`src/rtl/siganfu_machine_gun_mk2.sv`:
```
// Turret fire controller: IDLE/ENGAGE/FIRING/RELOAD/OVERHEAT/DOWNFALL with single/burst/auto modes.
// Latency: all outputs registered; first fire_trigger one edge after FIRING is entered.
// Backpressure: none; overheat_sensor preempts firing. Optional shot counter under SMG_SHOT_COUNT_EN.
module siganfu_machine_gun_mk2 #(
    parameter int MAG_SIZE        = 25,
    parameter int MAG_COUNT       = 2,
    parameter int BURST_LEN       = 3,
    parameter int RELOAD_CYCLES   = 5,
    parameter int COOLDOWN_CYCLES = 10,
    parameter int CNT_W           = 5,
    parameter int MAG_W           = 2
) (
    input  logic             sysclk,
    input  logic             reboot,
    input  logic             is_enemy,
    input  logic             target_locked,
    input  logic             fire_command,
    input  logic [1:0]       firing_mode,
    input  logic             overheat_sensor,
    output logic [2:0]       current_state,
    output logic             criticality_alert,
    output logic             fire_trigger,
    output logic [CNT_W-1:0] rounds_left,
    output logic [MAG_W-1:0] mags_left
`ifdef SMG_SHOT_COUNT_EN
    ,
    output logic [15:0]      total_shots
`endif
);

    localparam int BW = $clog2(BURST_LEN + 1);
    localparam int RW = $clog2(RELOAD_CYCLES + 1);
    localparam int CW = $clog2(COOLDOWN_CYCLES + 1);

    typedef enum logic [2:0] {
        S_IDLE     = 3'd0,
        S_ENGAGE   = 3'd1,
        S_FIRING   = 3'd2,
        S_RELOAD   = 3'd3,
        S_OVERHEAT = 3'd4,
        S_DOWNFALL = 3'd5
    } state_t;

    state_t           state_q, state_d;
    logic [CNT_W-1:0] rounds_q, rounds_d;
    logic [MAG_W-1:0] mags_q, mags_d;
    logic [BW-1:0]    burst_q, burst_d;
    logic [RW-1:0]    rld_q, rld_d;
    logic [CW-1:0]    cool_q, cool_d;
    logic             cmd_q;
    logic             trig_q;
    logic             alert_q;
    logic             shot;
    logic             valid;
    logic             rise;
    logic             auto_m;
    logic             burst_m;

    assign valid   = is_enemy & target_locked;
    assign rise    = fire_command & ~cmd_q;
    assign auto_m  = (firing_mode == 2'b10);
    assign burst_m = (firing_mode == 2'b01);

    always_comb begin
        state_d  = state_q;
        rounds_d = rounds_q;
        mags_d   = mags_q;
        burst_d  = burst_q;
        rld_d    = rld_q;
        cool_d   = cool_q;
        shot     = 1'b0;
        if (overheat_sensor && state_q != S_DOWNFALL) begin
            // Sensor high both enters OVERHEAT and keeps re-arming the full cooldown.
            state_d = S_OVERHEAT;
            cool_d  = CW'(COOLDOWN_CYCLES);
        end else begin
            case (state_q)
                S_IDLE: begin
                    if (valid) state_d = S_ENGAGE;
                end
                S_ENGAGE: begin
                    if (!valid) begin
                        state_d = S_IDLE;
                    end else if (auto_m ? fire_command : rise) begin
                        state_d = S_FIRING;
                        burst_d = burst_m ? BW'(BURST_LEN) : BW'(1);
                    end
                end
                S_FIRING: begin
                    if (!valid) begin
                        state_d = S_IDLE;
                    end else if (auto_m && !fire_command) begin
                        state_d = S_ENGAGE;
                    end else begin
                        if (rounds_q != '0) begin
                            shot     = 1'b1;
                            rounds_d = rounds_q - CNT_W'(1);
                        end
                        if (burst_q != '0) burst_d = burst_q - BW'(1);
                        // Emptying the magazine overrides whatever is left of the burst.
                        if (rounds_q <= CNT_W'(1)) begin
                            state_d = (mags_q != '0) ? S_RELOAD : S_DOWNFALL;
                            rld_d   = RW'(RELOAD_CYCLES);
                        end else if (!auto_m && burst_q <= BW'(1)) begin
                            state_d = S_ENGAGE;
                        end
                    end
                end
                S_RELOAD: begin
                    if (rld_q <= RW'(1)) begin
                        rld_d    = '0;
                        rounds_d = CNT_W'(MAG_SIZE);
                        if (mags_q != '0) mags_d = mags_q - MAG_W'(1);
                        state_d  = valid ? S_ENGAGE : S_IDLE;
                    end else begin
                        rld_d = rld_q - RW'(1);
                    end
                end
                S_OVERHEAT: begin
                    if (cool_q <= CW'(1)) begin
                        cool_d = '0;
                        if (rounds_q == '0 && mags_q != '0) begin
                            state_d = S_RELOAD;
                            rld_d   = RW'(RELOAD_CYCLES);
                        end else begin
                            state_d = S_IDLE;
                        end
                    end else begin
                        cool_d = cool_q - CW'(1);
                    end
                end
                S_DOWNFALL: begin
                    state_d = S_DOWNFALL;
                end
                default: begin
                    state_d = S_IDLE;
                end
            endcase
        end
    end

    always_ff @(posedge sysclk) begin
        if (reboot) begin
            state_q  <= S_IDLE;
            rounds_q <= CNT_W'(MAG_SIZE);
            mags_q   <= MAG_W'(MAG_COUNT);
            burst_q  <= '0;
            rld_q    <= '0;
            cool_q   <= '0;
            cmd_q    <= 1'b0;
            trig_q   <= 1'b0;
            alert_q  <= 1'b0;
        end else begin
            state_q  <= state_d;
            rounds_q <= rounds_d;
            mags_q   <= mags_d;
            burst_q  <= burst_d;
            rld_q    <= rld_d;
            cool_q   <= cool_d;
            cmd_q    <= fire_command;
            trig_q   <= shot;
            alert_q  <= (state_d == S_OVERHEAT) || (state_d == S_DOWNFALL);
        end
    end

    assign current_state     = state_q;
    assign criticality_alert = alert_q;
    assign fire_trigger      = trig_q;
    assign rounds_left       = rounds_q;
    assign mags_left         = mags_q;

`ifdef SMG_SHOT_COUNT_EN
    logic [15:0] shots_q;

    always_ff @(posedge sysclk) begin
        if (reboot) begin
            shots_q <= '0;
        end else if (shot && shots_q != 16'hFFFF) begin
            shots_q <= shots_q + 16'd1;
        end
    end

    assign total_shots = shots_q;
`endif

endmodule

```
`config.mk`:
```
export PLATFORM = sky130hd
export DESIGN_NAME = siganfu_machine_gun_mk2
export DESIGN_NICKNAME = d
export VERILOG_FILES = /design/src/rtl/siganfu_machine_gun_mk2.sv
export SDC_FILE = /design/constraint.sdc
export NUM_CORES = 1
export LEC_CHECK = 0
export ABC_AREA = 1
export ABC_CLOCK_PERIOD_IN_PS = 1700
export CELL_PAD_IN_SITES_DETAIL_PLACEMENT = 2
export CELL_PAD_IN_SITES_GLOBAL_PLACEMENT = 2
export CORE_MARGIN = 5
export CORE_UTILIZATION = 33
export CTS_CLUSTER_DIAMETER = 40
export DETAILED_ROUTE_END_ITERATION = 7
export DONT_BUFFER_PORTS = 1
export GPL_ROUTABILITY_DRIVEN = 0
export PLACE_DENSITY_LB_ADDON = 0.1
export SYNTH_ARGS = -nofsm -noshare
export SYNTH_HDL_FRONTEND = slang
export SYNTH_SLANG_ARGS = --single-unit
```
`constraint.sdc`:
```
create_clock -name sysclk -period 1.7 [get_ports sysclk]
set_input_delay 0 -clock sysclk [delete_from_list [all_inputs] [get_ports sysclk]]
set_output_delay 0 -clock sysclk [all_outputs]
set_load 0.005 [all_outputs]
```
======== After elaboration in Yosys (flattened, before gate mapping) ========
Cells that the tools add are included.
storage, ports and cells
  register bits ........................... 22
operators by class
  $add $sub $neg .......................... 5
  order comparisons ....................... 4
  equality and inequality tests ........... 20
  multiplexer cells ....................... 38
  bitwise logic cells ..................... 6
  reductions and logical operators ........ 22
operators with widths
  operator                                                               number
  3-bit 2-to-1 mux                                                       17
  5-bit 2-to-1 mux                                                       4
  2-bit != test, second input constant                                   10
  3-bit case mux with 6 select lines                                     1
  2-bit 2-to-1 mux                                                       7
  7-bit AND reduction                                                    2
  3-bit equality test, second input constant                             4
  4-bit 2-to-1 mux                                                       3
  5-bit case mux with 2 select lines                                     1
  2-bit nonzero test                                                     5
  3-bit case mux with 3 select lines                                     1
  3-bit by 2-bit equality test with 1-bit output, second input constant  2
  6-bit AND reduction                                                    1
  5-bit by 1-bit <= comparator with 1-bit output, second input constant  1
  5-bit logical NOT                                                      1
  5-bit nonzero test                                                     1
  5-bit OR reduction                                                     1
  5-bit by 1-bit subtractor with 5-bit output, second input constant     1
  4-bit by 1-bit <= comparator with 1-bit output, second input constant  1
  1-bit logical AND                                                      4
  1-bit inverter                                                         4
  2-bit case mux with 2 select lines                                     1
  4-bit AND reduction                                                    1
  2-bit by 1-bit subtractor with 2-bit output, second input constant     2
  15 further kinds                                                       19

======== Depth between registers and ports, before layout ========
Gate-level depths: netlist (run 1).
  word-level depth ........................ 11
  gate-level depth with buffers ........... 12
  depth with buffers taken out ............ 12

======== Least setup slack after synthesis (run 1) ========
No wires, ideal clock.
  path kind ............................... register to register
  from .................................... register rounds_q[0], in the netlist rounds_left[0]
  to ...................................... register rounds_q[2], in the netlist rounds_left[2]
  data arrival time ....................... 1.262 ns
  data required time ...................... 1.568 ns
  setup slack ............................. 0.306 ns
  stages on the path, launching flop included .. 11
  path buffers ............................ 0
  clock period less this slack ............ 1.394 ns
  cells stage by stage .................... dfxtp_1 -> inv_1 -> ha_1 -> nand3_1 -> inv_1 -> nand2_1 -> nand2_1 -> nor2_4 -> inv_1 -> nand2_1 -> a21oi_1
between the ends
  word-level cells in the longest chain between the ends .. 5
  elaborated cells between the ends (all ways) .. 8
  classes of those cells .................. add/sub (1); eq/ne (1); mux (4); reduce/logical (2)
ends and longest elaborated chain
  item                                         RTL line  source
  start: declaration                           45        logic [CNT_W-1:0] rounds_q, rounds_d;
  start signal: assignment                     145       rounds_q <= CNT_W'(MAG_SIZE);
  start signal: assignment                     155       rounds_q <= rounds_d;
  5-bit by 1-bit subtractor with 5-bit output  97        rounds_d = rounds_q - CNT_W'(1);
  5-bit 2-to-1 mux                             95        if (rounds_q != '0) begin
  5-bit 2-to-1 mux                             92        end else if (auto_m && !fire_command) begin
  5-bit 2-to-1 mux                             90        if (!valid) begin
  5-bit case mux with 2 select lines           77        case (state_q)
Several ways; a longest one is shown, not always the timed one. The select of a mux whose other input is x is not followed.
A chain may end at the register's enable or synchronous reset.

======== Worst setup path in the final report (run 1) ========
  from .................................... register cool_q[0]
  to ...................................... register rld_q[1]
between the ends
  word-level cells in the longest chain between the ends .. 3
ends and longest elaborated chain
  item                                            RTL line  source
  start: declaration                              49        logic [CW-1:0] cool_q, cool_d;
  start signal: assignment                        159       cool_q <= cool_d;
  4-bit by 1-bit <= comparator with 1-bit output  120       if (cool_q <= CW'(1)) begin
  2-bit != test (no source line)                  n/a
  7-bit AND reduction (no source line)            n/a
  end signal: assignment                          158       rld_q <= rld_d;
  end: declaration                                48        logic [RW-1:0] rld_q, rld_d;
No other way between the ends.

==> results of run 1 <==
## kinds of logic (layout without fill, tap and decap cells)
family / after synthesis / in the layout
AO/OA/AOI/OAI: 27 / 27
XOR/XNOR: 3 / 3
adder cells (fa/ha/maj): 10 / 10
buffers and inverters: 40 / 57
flip-flops: 22 / 22
AND/OR/NAND/NOR: 119 / 119
## state kept, by name (all words and copies together), names as in the netlist
register,count
rounds_left,5
cool_q,4
current_state,3
rld_q,3
burst_q,2
mags_left,2
cmd_q,1
criticality_alert,1
fire_trigger,1
## report_power, final
group | internal [uW] | switching (uW)
Sequential | 526 | 11.1
Combinational | 46.1 | 84.4
Clock | 315 | 196
Total | 887 | 292
## metal layers
metal  share of wire [%]  global-route usage [%]
met3                 2.8                    3.03
met1                  44                    21.0
met5                   0                       0
met4                 1.6                    5.63
met2                  51                    32.3
## through the flow
step | setup slack (ns) | cell area [sq um] | power [uW] | hold WS (ns) | instances
2_1_floorplan | 0.306 | 1420 | 625 | 0.125 | 221
3_3_place_gp | 0.111 | 1530 | 657 | 0.0730 | 277
5_1_grt | -0.0363 | 1680 | 1230 | 0.0589 | 288
3_5_place_dp | 0.0723 | 1530 | 664 | 0.0762 | 277
4_1_cts | 0.0267 | 1640 | 1180 | 0.0412 | 285
6_report | 0.0907 | 1680 | 1180 | 0.0522 | 288
## cell usage in the layout (no fill, tap or decap), drive strengths merged
master        n
buf          10
dlygate4sd3   4
nand3        18
clkbuf        3
dfxtp        22
or2           2
bufinv        1
xor2          3
a21oi        11
nor2         35
nor3          2
inv          39
o21ai        11
o211ai        3
nor4          1
ha           10
nand4         1
o31ai         1
a31oi         1
nand2        60
## repair_timing
item / 4_1_cts / 5_1_grt
endpoints found under the hold margin: 14 / 0
hold buffers: 4 / 0
endpoints found under the setup margin: 1 / 11
gates resized for setup: 1 / 9
pin swaps: 0 / 2
buffers inserted: 0 / 3
## final cells by class
class | instances | area share, %
inverter | 39 | 8.72
sequential | 22 | 26.7
multi-input combinational | 159 | 49.8
clock buffer | 3 | 2.46
tap | 50 | 3.73
clock inverter | 1 | 1.79
timing repair buffer | 14 | 6.86
## critical path, cell delays in order (launching register included)
cell and delay [ns]:
dfxtp_1 0.33, inv_1 0.11, ha_1 0.21, nor2_1 0.06, nor2_1 0.21, nor2_2 0.11, a21oi_2 0.15, nand3_2 0.13
nand2_1 0.10, nand2_1 0.05, nor2_1 0.09
## worst max-delay path by stage
stage	cells past startpoint	to	slack [ns]
floorplan	10	rounds_left[2]	0.31
global placement	10	rounds_left[1]	0.11
detailed placement	10	rounds_left[2]	0.07
CTS	10	rld_q[1]	0.03
global route	11	current_state[2]	-0.04
finish	10	rld_q[1]	0.09
==> run summary, run 1 <==
status = completed
setup violators final = 0
Final period util = 94.7%
Fin. Hold Viols = 0
Port Buffers = 0
worst r2r src = cool_q[0]
Hold Path Origin = overheat_sensor
Req. time, crit path = 1.91 ns
vias in the first global route = 1611
Worst-Margin Slew = 0.541 ns
TritonCTS clock tree = done
share of post-route cells with drive strength above 1 = 14.7%
commonest cells in the netlist = 57 x nand2_1, 35 x inv_1, 31 x nor2_1
XOR/XNOR Fraction of Synth Area = 1.85%
placed wire-length estimate = 3680 um
CTS Sinks = 22
largest family of logic cells by synthesized area = simple AND/OR/NAND/NOR gates
worst vdd ir = 0.351 mV
Power Dens Cells = 702 nW/um^2
sequential share of the synthesized area = 31.1%
Area Growth Syn to Fin = 18.4%
Vias/cell = 5.07
hold path cells = 3
WHS Endpoint = cool_q[3]
number of antenna violations at the first check in global routing = 0
Post-synth EDFFs = 0
most frequent cell after synthesis = nand2_1
Die Y = 75.5 um
R2R Setup Slk = 0.09 ns
Starting Density = 34.7%
post-synth top area share = 31.1%
# fillers = 496
CP Class = flop to flop
final net count = 257
largest net degree at the start of global routing = 14
Total Neg Setup Slack = 0 ns
Synth Area in Compound Gates = 10.3%
antenna fix cells = 0
Core Util, Final = 41.1%
Routed WL per cell = 16.8 um
die area = 5710 sq um
drt total wl = 4830 um
Synth Area in Simple Gates = 37.3%
clk_skew = 0.00936 ns
reg-to-reg endpoint = rld_q[1]
cells after synthesis = 221
Cell Rows = 23
CP Launch Type = flop
worst path arrival time = 1.82 ns
fin crit period = 1.61 ns
Crit. End Element = flop
Worst R2R Path Depth = 10
gr ovfl total = 0
All-Layer GR Usage = 17.8%
Clock Tree Buf Depth = 2
H-Tree Depth = 1
iteration-0 DRC count of the detailed router = 29
drt first pass iters = 2
Cell variety after synth = 23
slew margin rel. = 63.8%
io pins = 20
Worst-Skew Late Latency = 0.28 ns
Yosys top cell by area = dfxtp_1
ranking of synthesized cells by area = dfxtp_1 31%, nand2_1 15%, inv_1 9.3%
DRC Markers = 0
max-slew violation count = 0
global-route wire length before repair = 7690 um
Most used DFF post-synth = dfxtp_1
Reg area = 448 sq um
post-synthesis mux area share = 0%
Synth warnings = 0
Multi-input gate area = 836 sq um
clock root cell = clkbuf_8
DR vias = 1459
Clock transition at path regs = 0.09 ns
Fmax achieved = 621 MHz
leak pwr = 0.000790 uW
CORE AREA = 4090 sq um
Max FO, Critical Path = 5
Max Cap Violations = 0
Net Count, Synth = 239
Critical path origin = cool_q[0]
Post-Synth Adder-Cell Area = 8.83%
Avg Cell Area, Syn = 6.41 sq um
area of the mapped netlist = 1420 sq um
Synth async-reset ratio = 0%
hold crit path type = primary input to flop
post-route ant nets = 0
Yosys reg bits = 22
CTS buffer count = 3
Die Wd = 75.5 um
Note: power is estimated with default switching activity, not from simulation.
==> run 2, diff against run 1 <==
- CORE_UTILIZATION: 33 -> 35
- CTS_BUF_LIST: default -> sky130_fd_sc_hd__clkbuf_4
==> run summary, run 2 (synthesis results as in run 1) <==
CP cell instances = inv_1, ha_1, nand3_1, inv_2, nand2_1, nand2_1, nor2_4, inv_1, nand2_1, a21oi_1
Worst-Margin Slew = 0.554 ns
Fmax achieved = 633 MHz
final worst slack = 0.120 ns
met2 Track Usage GR = 34.5%
Logic pwr share = 13.8%
io pins = 20
setup violators final = 0
worst path arrival time = 1.79 ns
Design Area, Final = 1620 sq um
status = completed
number of antenna violations at the first check in global routing = 0
most frequent cells in the layout = 56 x nand2_1, 33 x inv_1, 29 x nor2_1, 18 x dfxtp_1, 17 x nand3_1
CP Class = flop to flop
largest net degree at the start of global routing = 12
Max Cap Violations = 0
Total Neg Setup Slack = 0 ns
most common library cell in the layout ignoring fill and taps = nand2_1
Crit. End Element = flop
CTS buffer count = 3
Worst path depth = 10
Worst-Skew Late Latency = 0.33 ns
vias in the first global route = 1658
Port Buffers = 0
TritonCTS clock tree = done
max reg flops = 5
fin crit period = 1.58 ns
Crit path max-delay family = simple AND/OR/NAND/NOR gates
placed instance area = 1510 sq um
Area Growth Syn to Fin = 14.3%
Clock Power Share = 27.7%
H-Tree Depth = 1
gr ovfl total = 0
drt first pass iters = 4
Clock Tree Buf Depth = 2
Power Dens Cells = 570 nW/um^2
Clock transition at path regs = 0.14 ns
DR vias = 1457
antenna fix cells = 0
post-route ant nets = 0
placed wire-length estimate = 3630 um
worst vdd ir = 0.330 mV
Final period util = 92.9%
Cell Rows = 23
clock root cell = clkbuf_4
RSZ-0062 raised after global routing = false
slew margin rel. = 62.9%
CP Capture Point = rounds_left[1]
DRC Markers = 0
Hold Path Origin = overheat_sensor
Power Internal = 658 uW
worst r2r src = rounds_left[0]
Worst R2R Path Depth = 10
Starting Density = 35.7%
drt total wl = 4640 um
register share of total power = 58.5%
crit path buf inv count = 3
met1 Use GR = 23.4%
leak pwr = 0.000753 uW
share of post-route cells with drive strength above 1 = 13.2%
iteration-0 DRC count of the detailed router = 69
Die Y = 73.6 um
Max FO, Critical Path = 9
Die Wd = 73.6 um
Fin. Hold Viols = 0
die area = 5420 sq um
All-Layer GR Usage = 18.9%
most used cell, CP = nand2_1
CTS Sinks = 22
reg-to-reg endpoint = rounds_left[1]
final net count = 255
clk_skew = 0.0209 ns
Net Sw Frac = 28.7%
P_sw = 265 uW
Req. time, crit path = 1.91 ns
CORE AREA = 3970 sq um
R2R Setup Slk = 0.12 ns
Slowest cell on crit path = dfxtp_2
Crit path largest cell delay = 0.41 ns
Setup WS pre-CTS = 0.0513 ns
Routed WL per cell = 16.3 um
Vias/cell = 5.11
met3 Track Usage GR = 2.87%
# fillers = 501
max-slew violation count = 0
global-route wire length before repair = 7950 um
CP Launch Type = flop
Critical path origin = rounds_left[0]
layer with the highest usage = met2
hold crit path type = primary input to flop
[run 2: changes by cell type in the layout (fill, tap and decap cells not counted), moves of 2 or more]
cell,delta
buf_4,-4
clkbuf_4,+3
clkbuf_8,-3
dlygate4sd3_1,+2
[run 2: repair_timing]
action	CTS	global route
endpoints found under the hold margin	20	0
resized for setup	0	11
hold buffers	6	0
setup buffers	0	1
endpoints found under the setup margin	0	18
[run 2: area by class of cell]
class	count	area (sq um)	area share (%)
clock buffer	3	22.5	1.39
inverter	39	146	9.03
sequential	22	445	27.5
multi-input combinational	159	838	51.7
tap	50	62.6	3.86
timing repair buffer	12	105	6.49
[run 2: tightest hold or removal path: cells and delay by family]
| family | cells | cell delay (ns) |
|---|---|---|
| AND/OR/NAND/NOR | 4 | 0.27 |
| AO/OA/AOI/OAI | 1 | 0.06 |
[run 2: worst min-delay path by stage]
| stage | end | cells past startpoint |
|---|---|---|
| floorplan | cmd_q | 2 |
| global placement | burst_q[0] | 1 |
| detailed placement | cool_q[1] | 1 |
| CTS | rounds_left[2] | 5 |
| global route | rounds_left[2] | 5 |
| finish | rounds_left[2] | 5 |
[run 2: routing by layer]
metal / vias up / wire length, um
li1: 716 / -
met1: 718 / 2140
met2: 18 / 2340
met3: 5 / 113
met4: 0 / 41
met5: - / 0
[run 2: power groups by stage]
| stage | clock network, uW | registers (uW) | logic, uW |
|---|---|---|---|
| 3_5_place_dp | 0 | 551 | 108 |
| 2_1_floorplan | 0 | 547 | 78.0 |
| 5_1_grt | 287 | 543 | 143 |
| 4_1_cts | 264 | 539 | 125 |
| 3_3_place_gp | 0 | 549 | 105 |
| 6_report | 255 | 540 | 128 |
[run 2: per-stage QoR]
stage	hold WS [ns]	cells	power (uW)	util, %
final	0.0323	285	923	40.8
after global routing	0.0527	285	972	40.8
after CTS	0.0326	284	929	40.2
after detailed placement	0.0735	275	658	38.1
after global placement	0.0729	275	654	38.1
after floorplan	0.125	221	625	-
==> run 3, diff against run 2 <==
- ABC_CLOCK_PERIOD_IN_PS: 1700 -> 1400
- CORE_UTILIZATION: 35 -> 32
- PLACE_DENSITY: default -> 0.74
- PLACE_DENSITY_LB_ADDON: 0.1 -> default
- clock period: 1.7 -> 1.4 ns (I/O delays scaled with it)
==> run summary, run 3 (synthesis results as in run 1) <==
hold path cells = 1
max reg flops = 5
Max FO, Critical Path = 4
iteration-0 DRC count of the detailed router = 75
Clock Tree Buf Depth = 2
Crit path largest cell delay = 0.41 ns
Hold Path Origin = reboot
clock root cell = clkbuf_4
vias in the first global route = 2052
slew margin rel. = 73.2%
Worst R2R Path Depth = 8
fin crit period = 1.64 ns
post-route ant nets = 0
worst r2r src = current_state[1]
Worst-Margin Slew = 0.398 ns
final non-filler cell total = 332
Vias/cell = 5.43
final net count = 299
status = finished with violations
io pins = 20
Core Util, Final = 54.7%
WHS = -0.300 ns
placed cell count = 304
CP cell instances = inv_1, nand3_2, nand2_2, inv_1, nor2_2, buf_4, o21ai_0, nor2_1
H-Tree Depth = 1
DR vias = 1802
DRC Markers = 0
Area Growth Syn to Fin = 66.8%
most used cell, CP = inv_1
CTS Sinks = 22
CORE AREA = 4320 sq um
CTS buffer count = 3
R2R Setup Slk = -0.24 ns
Fmax achieved = 611 MHz
Net Sw Frac = 33.7%
Reg area = 477 sq um
Req. time, crit path = 1.67 ns
antenna fix cells = 0
Clock transition at path regs = 0.16 ns
RSZ-0062 raised after global routing = true
register share of total power = 50.7%
failing checks = negative hold slack, negative setup slack
All-Layer GR Usage = 24.4%
worst path arrival time = 1.90 ns
Logic pwr share = 21.7%
drt first pass iters = 4
Starting Density = 32.8%
Crit. End Element = flop
max-slew violation count = 0
Fin. Hold Viols = 11
most common library cell in the layout ignoring fill and taps = buf_4
# fillers = 460
Power Dens Cells = 541 nW/um^2
Multi-input gate area = 1170 sq um
largest net degree at the start of global routing = 13
clk_skew = 0.00939 ns
Port Buffers = 0
reg-to-reg endpoint = current_state[1]
Cell Rows = 24
CP Launch Type = flop
global-route wire length before repair = 11200 um
worst vdd ir = 0.329 mV
leak pwr = 0.00101 uW
Power Internal = 848 uW
hold crit path type = primary input to flop
die area = 5860 sq um
Routed WL per cell = 25.8 um
Max Cap Violations = 0
Slowest cell on crit path = dfxtp_4
gr ovfl total = 0
Final period util = 117%
Clock Power Share = 27.6%
Worst-Skew Late Latency = 0.34 ns
CP Class = flop to flop
CTS hold repair buffers = 7
WHS Endpoint = rounds_left[2]
final worst slack = -0.235 ns
number of antenna violations at the first check in global routing = 0
most frequent cells in the layout = 46 x buf_4, 33 x nand2_1, 23 x nand2_2, 22 x inv_1, 15 x nor2_1
drt total wl = 8580 um
Die Y = 76.6 um
share of post-route cells with drive strength above 1 = 55.4%
TritonCTS clock tree = done
Die Wd = 76.6 um
placed wire-length estimate = 3940 um
setup violators final = 18
P_sw = 431 uW
## run 3: cell types whose count changed in the layout (fill, tap and decap cells not counted), sizes merged
cell         delta
buf            +43
dlygate4sd3     +1
clkinv          +1
## run 3: what timing repair did
action                     CTS  global route
gates cloned                 0             0
hold endpoints to repair    19            11
pin swaps                   17            28
buffers inserted            11             7
setup endpoints to repair   16            20
resized for setup           59            77
## run 3: power by group through the flow
stage | logic, uW | registers [uW] | clock network, uW
finish | 277 | 649 | 352
floorplan | 94.7 | 664 | 0
global route | 296 | 650 | 381
CTS | 211 | 652 | 346
global placement | 149 | 665 | 0
detailed placement | 160 | 665 | 0
## run 3: stage by stage
stage	TNS [ns]	area [sq um]	total power (uW)	setup slack [ns]
after floorplan	0	1420	759	0.00618
after global placement	-0.412	1720	813	-0.0654
after detailed placement	-1.83	1720	825	-0.197
after CTS	-0.00314	2060	1210	-0.00180
after global routing	-3.33	2360	1330	-0.309
final	-1.90	2360	1280	-0.235
## run 3: worst max-delay path by stage
stage	start	endpoint	slack, ns	cells after the start
floorplan	rounds_left[0]	rounds_left[2]	0.006	10
global placement	rounds_left[0]	rounds_left[1]	-0.07	10
detailed placement	rounds_left[1]	rld_q[2]	-0.20	10
CTS	rounds_left[0]	rounds_left[4]	-0.002	9
global route	current_state[1]	current_state[1]	-0.31	8
finish	current_state[1]	current_state[1]	-0.24	8
## run 3: layer usage
layer	global-route usage (%)	wire length [um]	vias up
met5	0	0	-
met3	3.78	290	30
li1	-	-	810
met2	46.4	4520	62
met4	9.44	369	0
met1	26.6	3400	900
## run 3: critical path: cells and delay by family (launching register included)
family | cells | cell delay (ns)
AOI/OAI and AO/OA | 1 | 0.15
buffers and inverters | 3 | 0.38
DFF | 1 | 0.41
and+or+nand+nor | 4 | 0.62
## run 3: final cells by class
class | instances | area share, %
multi-input cells | 159 | 49.5
flip-flops and latches | 22 | 20.2
repair buffers | 56 | 19.4
inverters | 39 | 7.14
well taps | 52 | 2.75
clock buffers | 3 | 0.952
clock inverters | 1 | 0.159
